### config.mk
export PLATFORM = sky130hd
export DESIGN_NAME = mem_access_unit_flat
export DESIGN_NICKNAME = d
export VERILOG_FILES = /design/src/rtl/mem_access_unit_if.sv /design/src/rtl/mem_access_unit.sv /design/src/flat_wrapper.sv
export SDC_FILE = /design/constraint.sdc
export NUM_CORES = 1
export LEC_CHECK = 0
export CELL_PAD_IN_SITES_DETAIL_PLACEMENT = 1
export CELL_PAD_IN_SITES_GLOBAL_PLACEMENT = 2
export CORE_ASPECT_RATIO = 0.5
export CORE_MARGIN = 2
export CORE_UTILIZATION = 29
export DETAILED_ROUTE_END_ITERATION = 10
export GPL_TIMING_DRIVEN = 0
export PLACE_DENSITY_LB_ADDON = 0.1
export SLEW_MARGIN = 20
export SYNTH_ARGS = -nofsm -noshare
export SYNTH_HDL_FRONTEND = slang
export SYNTH_SLANG_ARGS = --single-unit
### constraint.sdc
create_clock -name clk -period 5.4 [get_ports clk]
set_clock_uncertainty 0.2 [all_clocks]
set_input_delay 1.62 -clock clk [delete_from_list [all_inputs] [get_ports clk]]
set_output_delay 1.62 -clock clk [all_outputs]
set_load 0.005 [all_outputs]
### src/rtl/mem_access_unit_if.sv
// ============================================================================
//  Module      : mem_access_unit_if
//  Description : Bundle of the request/response handshake between the MIPS
//                datapath and the load/store unit, plus the word-wide port
//                to the byte-addressed memory block.
//                  req_*  : one load/store request (valid/ready handshake)
//                  resp_* : one-cycle completion pulse with error and data
//                  mem_*  : aligned address, write enable, write/read data
//                Modport slave is the unit itself; master is its environment
//                (datapath driving requests and the memory returning mem_rd).
//  Revision    : 1.0 - initial release
// ============================================================================
`default_nettype none

interface mem_access_unit_if;
    logic        req_valid;
    logic        req_ready;
    logic        req_write;
    logic [1:0]  req_size;
    logic        req_unsigned;
    logic [31:0] req_addr;
    logic [31:0] req_wdata;
    logic        resp_valid;
    logic        resp_err;
    logic [31:0] resp_rdata;
    logic [31:0] mem_addr;
    logic        mem_we;
    logic [31:0] mem_wd;
    logic [31:0] mem_rd;

    modport slave (
        input  req_valid, req_write, req_size, req_unsigned, req_addr,
               req_wdata, mem_rd,
        output req_ready, resp_valid, resp_err, resp_rdata,
               mem_addr, mem_we, mem_wd
    );

    modport master (
        output req_valid, req_write, req_size, req_unsigned, req_addr,
               req_wdata, mem_rd,
        input  req_ready, resp_valid, resp_err, resp_rdata,
               mem_addr, mem_we, mem_wd
    );
endinterface

`default_nettype wire

### src/rtl/mem_access_unit.sv
// ============================================================================
//  Module      : mem_access_unit
//  Description : Load/store access unit. Accepts one byte/half/word request
//                at a time, sign- or zero-extends loads, performs sub-word
//                stores as read-modify-write of the aligned word, and flags
//                illegal sizes / misaligned accesses without touching memory.
//  Ports       : clk   - single clock, all state on posedge
//                reset - asynchronous, active-high
//                bus   - mem_access_unit_if.slave (request, response, memory)
//  Parameters  : CHECK_ALIGN - 1: misaligned half/word is an error,
//                              0: low address bits ignored
//  Revision    : 1.0 - initial release
// ============================================================================
`default_nettype none

module mem_access_unit #(
    parameter int CHECK_ALIGN = 1
) (
    input  wire logic         clk,
    input  wire logic         reset,
    mem_access_unit_if.slave  bus
);

    localparam logic [1:0] c_SIZE_BYTE = 2'b00;
    localparam logic [1:0] c_SIZE_HALF = 2'b01;
    localparam logic [1:0] c_SIZE_WORD = 2'b10;
    localparam logic [1:0] c_SIZE_ILL  = 2'b11;

    typedef enum logic [1:0] {
        S_IDLE  = 2'd0,
        S_READ  = 2'd1,
        S_WRITE = 2'd2,
        S_RESP  = 2'd3
    } state_t;

    state_t      r_state;
    state_t      w_next;

    logic        r_write;
    logic [1:0]  r_size;
    logic        r_unsigned;
    logic [31:0] r_addr;
    logic [31:0] r_wdata;
    logic [31:0] r_wd;          // word to be written in WRITE
    logic        r_resp_err;
    logic [31:0] r_resp_rdata;

    logic        w_accept;
    logic        w_req_err;
    logic [7:0]  w_byte;
    logic [15:0] w_half;
    logic [31:0] w_load;
    logic [31:0] w_merge;

    // ------------------------------------------------------------------
    // Error decode on the live request (used only at acceptance)
    // ------------------------------------------------------------------
    always_comb begin
        w_req_err = 1'b0;
        if (bus.req_size == c_SIZE_ILL) begin
            w_req_err = 1'b1;
        end else if (CHECK_ALIGN != 0) begin
            if (bus.req_size == c_SIZE_HALF && bus.req_addr[0])
                w_req_err = 1'b1;
            if (bus.req_size == c_SIZE_WORD && bus.req_addr[1:0] != 2'b00)
                w_req_err = 1'b1;
        end
    end

    // ------------------------------------------------------------------
    // Lane extraction / merge on the captured request and memory word
    // ------------------------------------------------------------------
    always_comb begin
        w_byte  = bus.mem_rd[{r_addr[1:0], 3'b000} +: 8];
        w_half  = bus.mem_rd[{r_addr[1], 4'b0000} +: 16];
        w_load  = bus.mem_rd;
        w_merge = bus.mem_rd;
        case (r_size)
            c_SIZE_BYTE: begin
                w_load = r_unsigned ? {24'h0, w_byte} : {{24{w_byte[7]}}, w_byte};
                w_merge[{r_addr[1:0], 3'b000} +: 8] = r_wdata[7:0];
            end
            c_SIZE_HALF: begin
                w_load = r_unsigned ? {16'h0, w_half} : {{16{w_half[15]}}, w_half};
                w_merge[{r_addr[1], 4'b0000} +: 16] = r_wdata[15:0];
            end
            default: begin
                w_load  = bus.mem_rd;
                w_merge = bus.mem_rd;
            end
        endcase
    end

    // ------------------------------------------------------------------
    // FSM: state register
    // ------------------------------------------------------------------
    always_ff @(posedge clk or posedge reset) begin
        if (reset) r_state <= S_IDLE;
        else       r_state <= w_next;
    end

    // ------------------------------------------------------------------
    // FSM: next state and decoded outputs. Memory controls come purely
    // from state, so an asynchronous reset during WRITE drops mem_we
    // before the next edge.
    // ------------------------------------------------------------------
    always_comb begin
        w_next         = r_state;
        w_accept       = 1'b0;
        bus.req_ready  = 1'b0;
        bus.resp_valid = 1'b0;
        bus.mem_we     = 1'b0;
        bus.mem_addr   = 32'h0;
        bus.mem_wd     = 32'h0;
        case (r_state)
            S_IDLE: begin
                bus.req_ready = ~reset;
                w_accept      = bus.req_valid & ~reset;
                if (w_accept) begin
                    if (w_req_err)
                        w_next = S_RESP;
                    else if (bus.req_write && bus.req_size == c_SIZE_WORD)
                        w_next = S_WRITE;
                    else
                        w_next = S_READ;
                end
            end
            S_READ: begin
                bus.mem_addr = {r_addr[31:2], 2'b00};
                w_next       = r_write ? S_WRITE : S_RESP;
            end
            S_WRITE: begin
                bus.mem_addr = {r_addr[31:2], 2'b00};
                bus.mem_we   = 1'b1;
                bus.mem_wd   = r_wd;
                w_next       = S_RESP;
            end
            S_RESP: begin
                bus.resp_valid = 1'b1;
                w_next         = S_IDLE;
            end
            default: w_next = S_IDLE;
        endcase
    end

    // ------------------------------------------------------------------
    // Request capture and response registers. The response registers
    // change only on the edge entering RESP, so resp_rdata holds until
    // the next response.
    // ------------------------------------------------------------------
    always_ff @(posedge clk or posedge reset) begin
        if (reset) begin
            r_write      <= 1'b0;
            r_size       <= 2'b00;
            r_unsigned   <= 1'b0;
            r_addr       <= 32'h0;
            r_wdata      <= 32'h0;
            r_wd         <= 32'h0;
            r_resp_err   <= 1'b0;
            r_resp_rdata <= 32'h0;
        end else begin
            case (r_state)
                S_IDLE: begin
                    if (w_accept) begin
                        r_write    <= bus.req_write;
                        r_size     <= bus.req_size;
                        r_unsigned <= bus.req_unsigned;
                        r_addr     <= bus.req_addr;
                        r_wdata    <= bus.req_wdata;
                        if (w_req_err) begin
                            r_resp_err   <= 1'b1;
                            r_resp_rdata <= 32'h0;
                        end else if (bus.req_write && bus.req_size == c_SIZE_WORD) begin
                            r_wd <= bus.req_wdata;
                        end
                    end
                end
                S_READ: begin
                    if (r_write) begin
                        r_wd <= w_merge;
                    end else begin
                        r_resp_err   <= 1'b0;
                        r_resp_rdata <= w_load;
                    end
                end
                S_WRITE: begin
                    r_resp_err   <= 1'b0;
                    r_resp_rdata <= 32'h0;
                end
                default: ;
            endcase
        end
    end

    assign bus.resp_err   = r_resp_err;
    assign bus.resp_rdata = r_resp_rdata;

endmodule

`default_nettype wire
### src/flat_wrapper.sv
// flat-port wrapper written by rule: the top's interface ports become plain ports
module mem_access_unit_flat 
#(
    parameter int CHECK_ALIGN = 1
)
  (clk, reset, bus_req_valid, bus_req_write, bus_req_size, bus_req_unsigned, bus_req_addr, bus_req_wdata, bus_mem_rd, bus_req_ready, bus_resp_valid, bus_resp_err, bus_resp_rdata, bus_mem_addr, bus_mem_we, bus_mem_wd);
  mem_access_unit_if bus_i ();
  input  wire logic clk;
  input  wire logic reset;
  input wire logic [$bits(bus_i.req_valid)-1:0] bus_req_valid;
  input wire logic [$bits(bus_i.req_write)-1:0] bus_req_write;
  input wire logic [$bits(bus_i.req_size)-1:0] bus_req_size;
  input wire logic [$bits(bus_i.req_unsigned)-1:0] bus_req_unsigned;
  input wire logic [$bits(bus_i.req_addr)-1:0] bus_req_addr;
  input wire logic [$bits(bus_i.req_wdata)-1:0] bus_req_wdata;
  input wire logic [$bits(bus_i.mem_rd)-1:0] bus_mem_rd;
  output wire logic [$bits(bus_i.req_ready)-1:0] bus_req_ready;
  output wire logic [$bits(bus_i.resp_valid)-1:0] bus_resp_valid;
  output wire logic [$bits(bus_i.resp_err)-1:0] bus_resp_err;
  output wire logic [$bits(bus_i.resp_rdata)-1:0] bus_resp_rdata;
  output wire logic [$bits(bus_i.mem_addr)-1:0] bus_mem_addr;
  output wire logic [$bits(bus_i.mem_we)-1:0] bus_mem_we;
  output wire logic [$bits(bus_i.mem_wd)-1:0] bus_mem_wd;
  assign bus_i.req_valid = bus_req_valid;
  assign bus_i.req_write = bus_req_write;
  assign bus_i.req_size = bus_req_size;
  assign bus_i.req_unsigned = bus_req_unsigned;
  assign bus_i.req_addr = bus_req_addr;
  assign bus_i.req_wdata = bus_req_wdata;
  assign bus_i.mem_rd = bus_mem_rd;
  assign bus_req_ready = bus_i.req_ready;
  assign bus_resp_valid = bus_i.resp_valid;
  assign bus_resp_err = bus_i.resp_err;
  assign bus_resp_rdata = bus_i.resp_rdata;
  assign bus_mem_addr = bus_i.mem_addr;
  assign bus_mem_we = bus_i.mem_we;
  assign bus_mem_wd = bus_i.mem_wd;
  mem_access_unit #(.CHECK_ALIGN(CHECK_ALIGN)) u_core (.clk(clk), .reset(reset), .bus(bus_i));
endmodule
* After elaboration in Yosys (flattened, before gate mapping) *
Cells that the tools add are included.

cells by class
  bitwise operators = 2
  mux-type cells = 33
  eq/ne operators = 14
  reductions and logical operators = 12
  $add $sub $neg = 2
  shifts and indexed selects = 6

operators with widths
  operator                                               count
  two-way mux 32 bit                                     11
  case mux 32 bit (2 select lines)                       3
  case mux 32 bit (3 select lines)                       1
  bitwise mux 32 bit                                     2
  variable shift 16 x 7 -> 32 bit, first input constant  1
  variable shift 8 x 7 -> 32 bit, first input constant   1
  variable part select 16 x 7 -> 32 bit                  1
  variable part select 32 x 6 -> 16 bit                  1
  variable part select 32 x 6 -> 8 bit                   1
  variable part select 8 x 7 -> 32 bit                   1
  negator 5 -> 7 bit                                     2
  two-way mux 1 bit                                      11
  inequality test 2 x 1 -> 1 bit, second input constant  5
  equality test 2 bit, second input constant             4
  case mux 2 bit (4 select lines)                        1
  equality test 2 x 1 -> 1 bit, second input constant    3
  two-way mux 2 bit                                      3
  AND reduction 5 bit                                    1
  zero test 2 bit                                        2
  inequality test 2 bit, second input constant           2
  AND reduction 4 bit                                    1
  nonzero test 2 bit                                     2
  logical AND 1 bit                                      3
  case mux 1 bit (3 select lines)                        1
  5 further kinds                                        5

word-level totals
  register bits = 119

* Longest topological paths before layout *
Gate-level depths: netlist of the first run.

  word-level depth = 8
  depth in mapped cells = 9

* Worst setup path after synthesis of the first run *
Ideal clock, no wire load.

  path kind = input port to flip-flop
  from = in reset
  to = reg u_core.r_addr[0]
  stages on the path = 4
  arrival time = 5.349 ns
  buffers on the path = 1
  path slack = -0.273 ns
  data required time = 5.075 ns
  cell sequence = inv_1 > nand3_1 > clkbuf_1 > mux2_2

on the way
  longest elaborated chain between the ends = 4

RTL lines
  what                                  line                    RTL
  start, declared                       flat_wrapper.sv:9       input wire logic reset;
  NOT 1 bit                             mem_access_unit.sv:118  w_accept = bus.req_valid & ~reset;
  AND 1 bit                             mem_access_unit.sv:118
  two-way mux 1 bit                     mem_access_unit.sv:115  case (r_state)
  AND reduction 2 bit (no source line)  n/a
  end signal, assigned                  mem_access_unit.sv:168  r_addr <= bus.req_addr;
  end, declared                         mem_access_unit.sv:42   logic [31:0] r_addr;

Every way passes these cells.
A chain may end at the register's enable or synchronous reset.

* Worst setup path in the final report of the first run *
  from = in reset
  to = out bus_req_ready

on the way
  longest elaborated chain between the ends = 2

RTL lines
  what               line                    RTL
  NOT 1 bit          mem_access_unit.sv:117  bus.req_ready = ~reset;
  two-way mux 1 bit  mem_access_unit.sv:115
  end, declared      flat_wrapper.sv:17      output wire logic [$bits(bus_i.req_ready)-1:0] bus_req_ready;

Every way passes these cells.

==> results of run 1 <==
## state kept, by name, summed over array words and instances (netlist names)
| register | count |
|---|---|
| u_core.bus.resp_err | 1 |
| u_core.r_unsigned | 1 |
| u_core.r_wd | 32 |
| u_core.r_state | 2 |
| u_core.r_wdata | 16 |
| u_core.r_write | 1 |
| u_core.r_addr | 32 |
| u_core.r_size | 2 |
| u_core.bus.resp_rdata | 32 |
## synthesized netlist by cell type (2+ instances only)
cell         n  area share [%]
mux2i_1      7             1.0
a221oi_1    31             4.0
inv_1        4            0.22
a21oi_2      2            0.26
nor2_1      46             2.5
a311oi_1     8             1.0
o21ai_0     68             5.0
a21o_1       3            0.33
clkbuf_1    35             1.9
o22ai_1      9            0.83
a2bb2oi_1   15             1.9
buf_4        3            0.33
nand2_1     10            0.55
a211oi_2     2            0.37
inv_2        3            0.17
dfrtp_1    119              44
a21oi_1      3            0.22
a22oi_1     10             1.1
o31ai_1     17             1.9
nand3b_1     2            0.22
nor4b_1      2            0.26
mux2_1      22             3.7
and2_1      62             5.7
or2_1        2            0.18
nand2b_1    15             1.4
ha_1         9             1.7
o31ai_2     24             4.4
mux2_2      56             9.3
buf_6        5            0.83
nor3_1       4            0.30
a22o_1       8             1.0
buf_2        9            0.66
## per-layer routing
metal	vias to the layer above	global-route usage [%]
li1	2811	-
met1	3062	32.05
met2	145	33.52
met3	17	5.610
met4	0	6.040
met5	-	0
## kinds of logic (layout without fill, tap and decap cells)
group,Yosys count,count (layout),synth area share (%)
AO/OA/AOI/OAI,206,206,23.26
other,1,3,0.05529
flip-flops,119,119,43.90
buffers and inverters,59,295,4.150
AND/OR/NAND/NOR,153,153,12.65
multiplexers,86,86,14.31
adder cells (fa/ha/maj),9,9,1.660
## critical path: cells and delay by family
family                 cells  cell delay [ps]
buffers and inverters      2             1030
AND/OR/NAND/NOR            1              150
## metrics by stage
stage	cells	instance area [sq um]
final	1178	9923
after global routing	1177	9921
after CTS	1177	9916
after detailed placement	1145	9264
after global placement	1141	9176
after floorplan	634	6790
## cells in the final DEF (no fill, tap or decap), types with 4 or more instances in the layout
cell type	n
clkbuf_1	35
and2_1	62
nand2_1	10
clkinvlp_4	4
o21ai_0	68
o31ai_2	25
buf_6	5
ha_1	9
a311oi_1	8
o31ai_1	16
mux2_2	56
nor3_1	4
nand2b_1	15
mux2i_1	7
bufinv_16	5
mux2_1	22
a22oi_1	10
a2bb2oi_1	15
nor2_1	46
buf_2	9
dfrtp_1	119
a22o_1	8
a221oi_1	31
clkdlybuf4s50_1	200
o22ai_1	9
clkbuf_16	17
## cell type report
class,instances,share of cell area [%]
tap,307,3.871
clock inverter,15,2.282
sequential,119,30.01
timing repair buffer,204,21.06
clock buffer,17,4.287
antenna,1,0.02522
buffer,52,2.572
multi-input combinational,456,35.59
inverter,7,0.3026
## how the worst min path moves through the flow
stage | startpoint | to | slack [ps] | cells after the start
2_1_floorplan | u_core.r_addr[10] | u_core.r_addr[10] | 270 | 1
3_3_place_gp | u_core.r_addr[25] | u_core.r_addr[25] | 280 | 1
3_5_place_dp | u_core.r_addr[12] | u_core.r_addr[12] | 290 | 1
4_1_cts | u_core.r_addr[12] | u_core.r_addr[12] | 300 | 1
5_1_grt | u_core.r_addr[12] | u_core.r_addr[12] | 310 | 1
6_report | u_core.r_addr[12] | u_core.r_addr[12] | 300 | 1
## power by group through the flow
stage | Sequential, W | Clock, W | Combinational (W)
2_1_floorplan | 0.00148 | 0 | 0.00192
3_3_place_gp | 0.00157 | 0 | 0.00325
3_5_place_dp | 0.00159 | 0 | 0.00329
4_1_cts | 0.00158 | 0.00131 | 0.00332
5_1_grt | 0.00162 | 0.00135 | 0.00360
6_report | 0.00158 | 0.00128 | 0.00329
==> flow_metrics.env, run 1 <==
export IMPL_status="finished, final reports clean"
export IMPL_report_final_slew_viol_count=0
export IMPL_clock_sinks=119
export IMPL_rsz0062_at_grt="no"
export IMPL_crit_fanout=3
export IMPL_seqCellArea_sq_mm=0.002978
export IMPL_cts_repair_resized=0
export IMPL_ys_warn_count=0
export IMPL_crit_arrival_ps=2800
export IMPL_min_period_ps=4623
export IMPL_grt_usage_pct=22.39
export IMPL_ctsHoldBuffers=0
export IMPL_ys_dominant_reg_cell="dfrtp_1"
export IMPL_wl_met1_um=12860
export IMPL_htree_num_levels=4
export IMPL_antenna_found_initial=0
export IMPL_r2r_end="u_core.r_wd[3]"
export IMPL_crit_slowest_cell="clkdlybuf4s50_1"
export IMPL_cp_endpoint="bus_req_ready"
export IMPL_peakVddDrop_uv=264.0
export IMPL_p_sw_share_pct=39.53
export IMPL_cts_tree="yes"
export IMPL_cap_violations=0
export IMPL_synth_seq_cells=119
export IMPL_wirelength_um=26610
export IMPL_power_w=0.006154
export IMPL_gp_congestion=0.7867
export IMPL_drtAntennaViolNets=0
export IMPL_routedWlPerCell_um=22.59
export IMPL_powerDensity_mw_per_mm2=620.2
export IMPL_nets=969
export IMPL_post_cts_buffers=0
export IMPL_area_growth_pct=46.30
export IMPL_period_share_pct=85.61
export IMPL_fp_dieH_um=112.1
export IMPL_async_flop_share_pct=100.0
export IMPL_num_vias=6035
export IMPL_fp_dieW_um=220.3
export IMPL_setup_tns_ps=0
export IMPL_critPathMostFrequentCell="clkdlybuf4s50_1"
export IMPL_hold_slack_ps=298.2
export IMPL_synth_cells=633
export IMPL_grt_pass1_wl_um=41060
export IMPL_place_ws_ps=488.4
export IMPL_dr_wl_met2_um=11800
export IMPL_setup_ws_ps=776.8
export IMPL_first_iter_violations=304
export IMPL_grt_max_degree=30
export IMPL_multi_input_area_sq_mm=0.003532
export IMPL_critPathMaxStageDelay_ps=560
export IMPL_io_buffers=200
export IMPL_reg2reg_depth=9
export IMPL_top_layer="met4"
export IMPL_r2r_start="u_core.r_addr[1]"
export IMPL_firstDrtPassIters=4
export IMPL_crit_path_end_kind="primary output"
export IMPL_fillCellCount=2491
export IMPL_clk_path_buf_depth=2
export IMPL_drcViolationCount=0
export IMPL_wl_met3_um=1662
export IMPL_p_comb_share_pct=53.5
export IMPL_grt_ovfl_total=0
export IMPL_p_int_w=0.003721
export IMPL_p_sw_w=0.002433
export IMPL_start_kind="input pin"
export IMPL_seq_power_share_pct=25.6
export IMPL_timing_critical_path_from="reset"
export IMPL_power_leakage_nw=3.954
export IMPL_rows=39
export IMPL_reg2reg_setup_slack_ps=1860
export IMPL_initial_core_util_pct=29.64
export IMPL_synth_edf_count=0
export IMPL_avgSynthCellArea_sq_um=10.72
export IMPL_max_freq_ghz=0.2163
export IMPL_hold_viol=0
export IMPL_core_area_sq_mm=0.02289
export IMPL_grt_pass1_vias=6597
export IMPL_hold_path_class="flop to flop"
export IMPL_vias_per_cell=5.123
export IMPL_slew_headroom_pct=39.97
export IMPL_crit_type="input pin to primary output"
export IMPL_cts_root_buffer="clkbuf_16"
export IMPL_synth_area_sq_mm=0.006783
export IMPL_tightest_slew_ps=900.4
export IMPL_crit_chain="clkdlybuf4s50_1 -> nor2b_1 -> clkdlybuf4s50_1"
export IMPL_finalSetupViolations=0
export IMPL_pwr_share_clk_pct=20.9
export IMPL_critPathRequiredTime_ps=3580
export IMPL_cts_buffers=17
export IMPL_synth_cell_types=50
export IMPL_num_io_pins=203
export IMPL_clkTransAtPathRegs_ps=70
export IMPL_dp_hpwl_um=20600
export IMPL_layout_drive_gt1_share_pct=17.13
export IMPL_clk_latency_ps=440
export IMPL_fp_dieArea_sq_mm=0.02470
export IMPL_fin_util_pct=43.36
export IMPL_ys_seq_area_share_pct=43.90
Power figures use the tool's default switching activity.
==> run 2, diff against run 1 <==
--- a/config.mk
+++ b/config.mk
@@ -5,11 +5,12 @@
 export SDC_FILE = /design/constraint.sdc
 export NUM_CORES = 1
 export LEC_CHECK = 0
+export ABC_AREA = 1
 export CELL_PAD_IN_SITES_DETAIL_PLACEMENT = 1
 export CELL_PAD_IN_SITES_GLOBAL_PLACEMENT = 2
 export CORE_ASPECT_RATIO = 0.5
-export CORE_MARGIN = 2
-export CORE_UTILIZATION = 29
+export CORE_MARGIN = 5
+export CORE_UTILIZATION = 25
 export DETAILED_ROUTE_END_ITERATION = 10
 export GPL_TIMING_DRIVEN = 0
 export PLACE_DENSITY_LB_ADDON = 0.1
==> constraint.sdc (replaced) <==
create_clock -name clk -period 4.5 [get_ports clk]
set_clock_uncertainty 0.2 [all_clocks]
set_input_delay 1.35 -clock clk [delete_from_list [all_inputs] [get_ports clk]]
set_output_delay 1.35 -clock clk [all_outputs]
set_load 0.005 [all_outputs]
==> run 2 against run 1 <==
Cell count increased by 55%. Synthesized cell count increased by 90%. Sequential power is 16% higher. Largest cell class unchanged. Worst hold slack got worse by 23 ps. Sequential cell count stayed put. Largest power group unchanged. Cell area rose by 8.0%. Highest routed layer unchanged. Combinational power is 33% higher. First-iteration DRC count increased by 30%. Wire length is 31% higher.
==> flow_metrics.env, run 2 <==
export IMPL_fp_dieW_um=255.6
export IMPL_final_common_cell="nand2_1"
export IMPL_nets=1536
export IMPL_grtUsageMet2_pct=32.23
export IMPL_busiest_layer="met2"
export IMPL_powerDensity_mw_per_mm2=712.3
export IMPL_synth_cells=1200
export IMPL_critPathMostFrequentCell="inv_1"
export IMPL_routedWlPerCell_um=19.10
export IMPL_period_share_pct=94.70
export IMPL_rows=44
export IMPL_fp_dieH_um=132.8
export IMPL_firstDrtPassIters=5
export IMPL_cap_violations=0
export IMPL_tightest_slew_ps=721.3
export IMPL_ys_seq_area_share_pct=39.48
export IMPL_min_period_ps=4262
export IMPL_start_kind="flop"
export IMPL_io_buffers=200
export IMPL_area_growth_pct=42.12
export IMPL_post_cts_buffers=0
export IMPL_synth_common_cells="nand2_1, nor2_1, dfrtp_1"
export IMPL_yosysTopAreaCellShare_pct=39.48
export IMPL_synth_cell_types=30
export IMPL_yosys_area_top_type="dfrtp_1"
export IMPL_async_flop_share_pct=100.0
export IMPL_p_sw_share_pct=48.07
export IMPL_synth_most_common_cell="nand2_1"
export IMPL_grt_ovfl_total=0
export IMPL_clock_sinks=119
export IMPL_max_freq_ghz=0.2346
export IMPL_drcViolationCount=0
export IMPL_hold_path_class="flop to flop"
export IMPL_final_cells=1828
export IMPL_rsz0062_at_grt="no"
export IMPL_clk_path_buf_depth=2
export IMPL_ctsHoldBuffers=0
export IMPL_crit_slowest_cell="clkdlybuf4s50_1"
export IMPL_ys_warn_count=0
export IMPL_setup_ws_ps=238.3
export IMPL_p_comb_share_pct=57.5
export IMPL_final_cell_mix="nand2_1, clkdlybuf4s50_1, nor2_1, dfrtp_1, inv_1"
export IMPL_cts_buffers=17
export IMPL_peakVddDrop_uv=268.4
export IMPL_crit_type="flop to primary output"
export IMPL_status="finished, final reports clean"
export IMPL_initial_core_util_pct=25.70
export IMPL_slew_headroom_pct=51.91
export IMPL_drtAntennaViolNets=0
export IMPL_crit_arrival_ps=2710
export IMPL_synth_edf_count=0
export IMPL_p_sw_w=0.003670
export IMPL_crit_chain="inv_1 -> ha_1 -> clkbuf_1 -> buf_1 -> nand2_1 -> inv_1 -> clkdlybuf4s50_1"
export IMPL_fp_dieArea_sq_mm=0.03395
export IMPL_antenna_cells=0
export IMPL_avgSynthCellArea_sq_um=6.285
export IMPL_place_inst=1796
export IMPL_hold_viol=0
export IMPL_antenna_found_initial=0
export IMPL_netlist_top_cells_area="dfrtp_1, nand2_1, nor2_1"
export IMPL_htree_num_levels=4
export IMPL_hold_slack_ps=274.8
export IMPL_core_area_sq_mm=0.02934
export IMPL_gp_congestion=0.8972
export IMPL_power_w=0.007635
export IMPL_p_int_w=0.003965
export IMPL_use_met1_pct=29.49
export IMPL_seq_power_share_pct=24.1
export IMPL_critPathRequiredTime_ps=2950
export IMPL_num_vias=8367
export IMPL_fillCellCount=3749
export IMPL_vias_per_cell=4.577
export IMPL_layout_drive_gt1_share_pct=6.472
export IMPL_crit_path_end_kind="primary output"
export IMPL_pwr_share_clk_pct=18.4
export IMPL_crit_fanout=10
export IMPL_grt_pass1_vias=8870
export IMPL_cts_repair_resized=0
export IMPL_dp_hpwl_um=28230
export IMPL_ys_dominant_reg_cell="dfrtp_1"
export IMPL_synth_area_sq_mm=0.007542
export IMPL_report_final_slew_viol_count=0
export IMPL_synth_seq_cells=119
export IMPL_power_leakage_nw=5.611
export IMPL_wirelength_um=34910
export IMPL_place_ws_ps=171.4
export IMPL_grt_usage_pct=20.70
export IMPL_clkTransAtPathRegs_ps=60
export IMPL_grt_max_degree=29
export IMPL_clk_latency_ps=440
export IMPL_finalSetupViolations=0
export IMPL_globalRouteMet3Util_pct=5.388
export IMPL_critPathMaxStageDelay_ps=500
export IMPL_cts_root_buffer="clkbuf_16"
export IMPL_crit_buf_inv=5
export IMPL_num_io_pins=203
export IMPL_grt_pass1_wl_um=54500
export IMPL_first_iter_violations=394
export IMPL_cp_top_family="buffers and inverters"
export IMPL_cts_tree="yes"
[run 2: cell types whose count changed after synthesis, sizes merged, moves of 15 or more]
cell	change
a2bb2oi	-15
inv	+112
a21oi	+33
a221oi	-31
buf	+24
and2	-63
o21ai	-19
nand2	+531
mux2	-78
nand3	+78
nand2b	-15
nor2	+96
o31ai	-41
[run 2: tightest hold or removal path: stages (launching register included)]
cell     delay, ps
dfrtp_1        340
nand2_1         60
nand2_1         40
[run 2: path summary, 6_finish.rpt]
| kind | startpoint | cells past startpoint | slack (ps) | to |
|---|---|---|---|---|
| worst max-delay path | u_core.r_state[0] | 7 | 240 | bus_mem_wd[15] |
| worst max register to register | u_core.r_addr[1] | 10 | 1260 | u_core.r_wd[6] |
| worst min-delay path | u_core.r_addr[20] | 2 | 270 | u_core.r_addr[20] |
| worst min register to register | u_core.r_addr[20] | 2 | 270 | u_core.r_addr[20] |
| max in group asynchronous | reset | 4 | 2160 | u_core.r_wd[27] |
| min in group asynchronous | reset | 2 | 1170 | u_core.r_state[0] |
[run 2: through the flow]
step | setup TNS, ps | instance area (sq um) | util [%]
detailed placement | 0 | 10130 | 34.52
finish | 0 | 10720 | 36.53
CTS | 0 | 10720 | 36.53
floorplan | 0 | 7550 | -
global placement | -199230 | 10040 | 34.22
global route | 0 | 10720 | 36.53
[run 2: final cells by class]
type	instances	area, sq um	area share [%]
Clock inverter	13	146.4	1.366
Tap cell	391	489.2	4.564
Timing Repair Buffer	204	2090	19.49
Clock buffer	19	442.9	4.132
Sequential cell	119	2978	27.78
Multi-Input combinational cell	897	3797	35.43
Inverter	119	450.4	4.202
Buffer	66	325.3	3.035
[run 2: power groups by stage]
stage                     clock network [W]  registers [W]  logic, W
after floorplan                           0        0.00174   0.00252
after global placement                    0        0.00183   0.00433
after detailed placement                  0        0.00185   0.00441
after CTS                           0.00144        0.00184   0.00444
after global routing                0.00149        0.00189   0.00495
final                               0.00140        0.00184   0.00439
[run 2: logic make-up (layout without fill, tap and decap cells)]
group / after synthesis / count (layout) / synth area share, %
other: 1 / 2 / 0.04972
AOI/OAI and AO/OA: 108 / 108 / 7.697
adders and majority gates: 9 / 9 / 1.493
and+or+nand+nor: 778 / 778 / 41.06
DFF: 119 / 119 / 39.48
buffers and inverters: 185 / 421 / 10.22
[run 2: metal layers]
layer	share of wire [%]	vias up
met5	0	-
met4	0.72	0
met3	6.0	19
met2	44	208
met1	49	4021
li1	-	4119
==> run 3, diff against run 2 <==
--- a/config.mk
+++ b/config.mk
@@ -14,6 +14,7 @@
 export DETAILED_ROUTE_END_ITERATION = 10
 export GPL_TIMING_DRIVEN = 0
 export PLACE_DENSITY_LB_ADDON = 0.1
+export RECOVER_POWER = 50
 export SLEW_MARGIN = 20
 export SYNTH_ARGS = -nofsm -noshare
 export SYNTH_HDL_FRONTEND = slang
==> run 3 against run 2 <==
The flow now finishes with violations (capacitance limit, slew limit). Wire length shrank 0.30%. Cell count is the same. Setup slack lost 14 ps. Die area is the same. Non-clock buffer count is the same. Largest cell class unchanged.
==> flow_metrics.env, run 3 (synthesis results as in run 2) <==
export IMPL_status="finished with violations"
export IMPL_violations="capacitance limit, slew limit"
export IMPL_final_common_cell="nand2_1"
export IMPL_core_area_sq_mm=0.02934
export IMPL_routedWlPerCell_um=19.04
export IMPL_drtAntennaViolNets=0
export IMPL_powerDensity_mw_per_mm2=712.2
export IMPL_cts_repair_resized=0
export IMPL_peakVddDrop_uv=266.9
export IMPL_initial_core_util_pct=25.70
export IMPL_clkTransAtPathRegs_ps=60
export IMPL_power_leakage_nw=5.677
export IMPL_num_vias=8336
export IMPL_cts_tree="yes"
export IMPL_vias_per_cell=4.560
export IMPL_num_io_pins=203
export IMPL_crit_fanout=10
export IMPL_crit_path_end_kind="primary output"
export IMPL_gp_congestion=0.8972
export IMPL_grt_pass1_vias=8870
export IMPL_max_freq_ghz=0.2339
export IMPL_grt_pass1_wl_um=54500
export IMPL_power_w=0.007586
export IMPL_place_inst=1796
export IMPL_slew_headroom_pct=-6.251
export IMPL_wirelength_um=34810
export IMPL_grt_max_degree=29
export IMPL_final_cells=1828
export IMPL_rsz0062_at_grt="no"
export IMPL_dp_hpwl_um=28230
export IMPL_period_share_pct=95.02
export IMPL_hold_viol=0
export IMPL_start_kind="flop"
export IMPL_antenna_cells=0
export IMPL_antenna_found_initial=0
export IMPL_first_iter_violations=448
export IMPL_hold_path_class="flop to flop"
export IMPL_fp_dieArea_sq_mm=0.03395
export IMPL_hold_slack_ps=272.4
export IMPL_area_growth_pct=41.22
export IMPL_layout_drive_gt1_share_pct=5.776
export IMPL_crit_type="flop to primary output"
export IMPL_clk_latency_ps=440
export IMPL_cap_violations=2
export IMPL_rows=44
export IMPL_fillCellCount=3763
export IMPL_cts_root_buffer="clkbuf_16"
export IMPL_final_cell_mix="nand2_1, clkdlybuf4s50_1, nor2_1, dfrtp_1, inv_1"
export IMPL_min_period_ps=4276
export IMPL_htree_num_levels=4
export IMPL_report_final_slew_viol_count=57
export IMPL_firstDrtPassIters=4
export IMPL_critPathRequiredTime_ps=2950
export IMPL_nets=1536
export IMPL_crit_arrival_ps=2730
export IMPL_tightest_slew_ps=1594
export IMPL_fp_dieH_um=132.8
export IMPL_fp_dieW_um=255.6
export IMPL_ctsHoldBuffers=0
export IMPL_finalSetupViolations=0
export IMPL_drcViolationCount=0
export IMPL_fin_util_pct=36.30
export IMPL_clock_sinks=119
export IMPL_clk_path_buf_depth=2
export IMPL_grt_usage_pct=20.70
export IMPL_cts_buffers=17
export IMPL_grt_ovfl_total=0
export IMPL_post_cts_buffers=0
export IMPL_io_buffers=200
run 3: cell count changes in the layout (fill, tap and decap cells not counted), moves of 2 or more:
cell	before	now
clkdlybuf4s50_1	200	164
nand2_1	538	540
dlygate4sd3_1	0	36
buf_12	3	0
nand2_2	3	1
buf_2	28	25
clkbuf_1	24	29
run 3: where the power goes:
group	switching, W	internal, W	total, W
logic	0.00277	0.00158	0.00435
registers	0.000324	0.00151	0.00184
clock network	0.000566	0.000835	0.00140
run 3: final timing paths:
kind,startpoint,to,slack (ps),cells after the start
setup / recovery,u_core.r_state[0],bus_mem_wd[15],220,7
max in group asynchronous,reset,u_core.r_wd[27],530,4
hold / removal,u_core.bus.resp_rdata[1],u_core.bus.resp_rdata[1],270,2
hold reg to reg,u_core.bus.resp_rdata[1],u_core.bus.resp_rdata[1],270,2
min in group asynchronous,reset,u_core.r_state[0],1260,2
setup reg to reg,u_core.r_addr[1],u_core.r_wd[6],1240,10
run 3: area by class of cell:
class	instances	area, sq um	area share (%)
Buffer	66	321.6	3.019
Clock buffer	19	442.9	4.158
Clock inverter	13	146.4	1.374
Inverter	119	450.4	4.229
Multi-Input combinational cell	897	3781	35.50
Sequential cell	119	2978	27.96
Tap cell	391	489.2	4.593
Timing Repair Buffer	204	2042	19.17
run 3: metal layers:
metal  up-vias  part of all wire [%]  global-route usage [%]
li1       4121                     -                       -
met1      4008                    50                   29.49
met2       188                    44                   32.23
met3        19                   5.4                   5.388
met4         0                  0.70                   3.473
met5         -                     0                       0
run 3: critical path, cell delays in order (launching register included):
cell,delay (ps)
dfrtp_1,410
inv_1,120
ha_1,190
clkbuf_1,400
buf_1,450
nand2_1,130
inv_1,80
clkdlybuf4s50_1,500
run 3: per-stage QoR:
| step | cell area, sq um | setup TNS (ps) | setup WS [ps] |
|---|---|---|---|
| final | 10650 | 0 | 224.3 |
| after global routing | 10650 | 0 | 6.006 |
| after CTS | 10720 | 0 | 91.25 |
| after detailed placement | 10130 | 0 | 171.4 |
| after global placement | 10040 | -199230 | -1865 |
| after floorplan | 7550 | 0 | 61.37 |
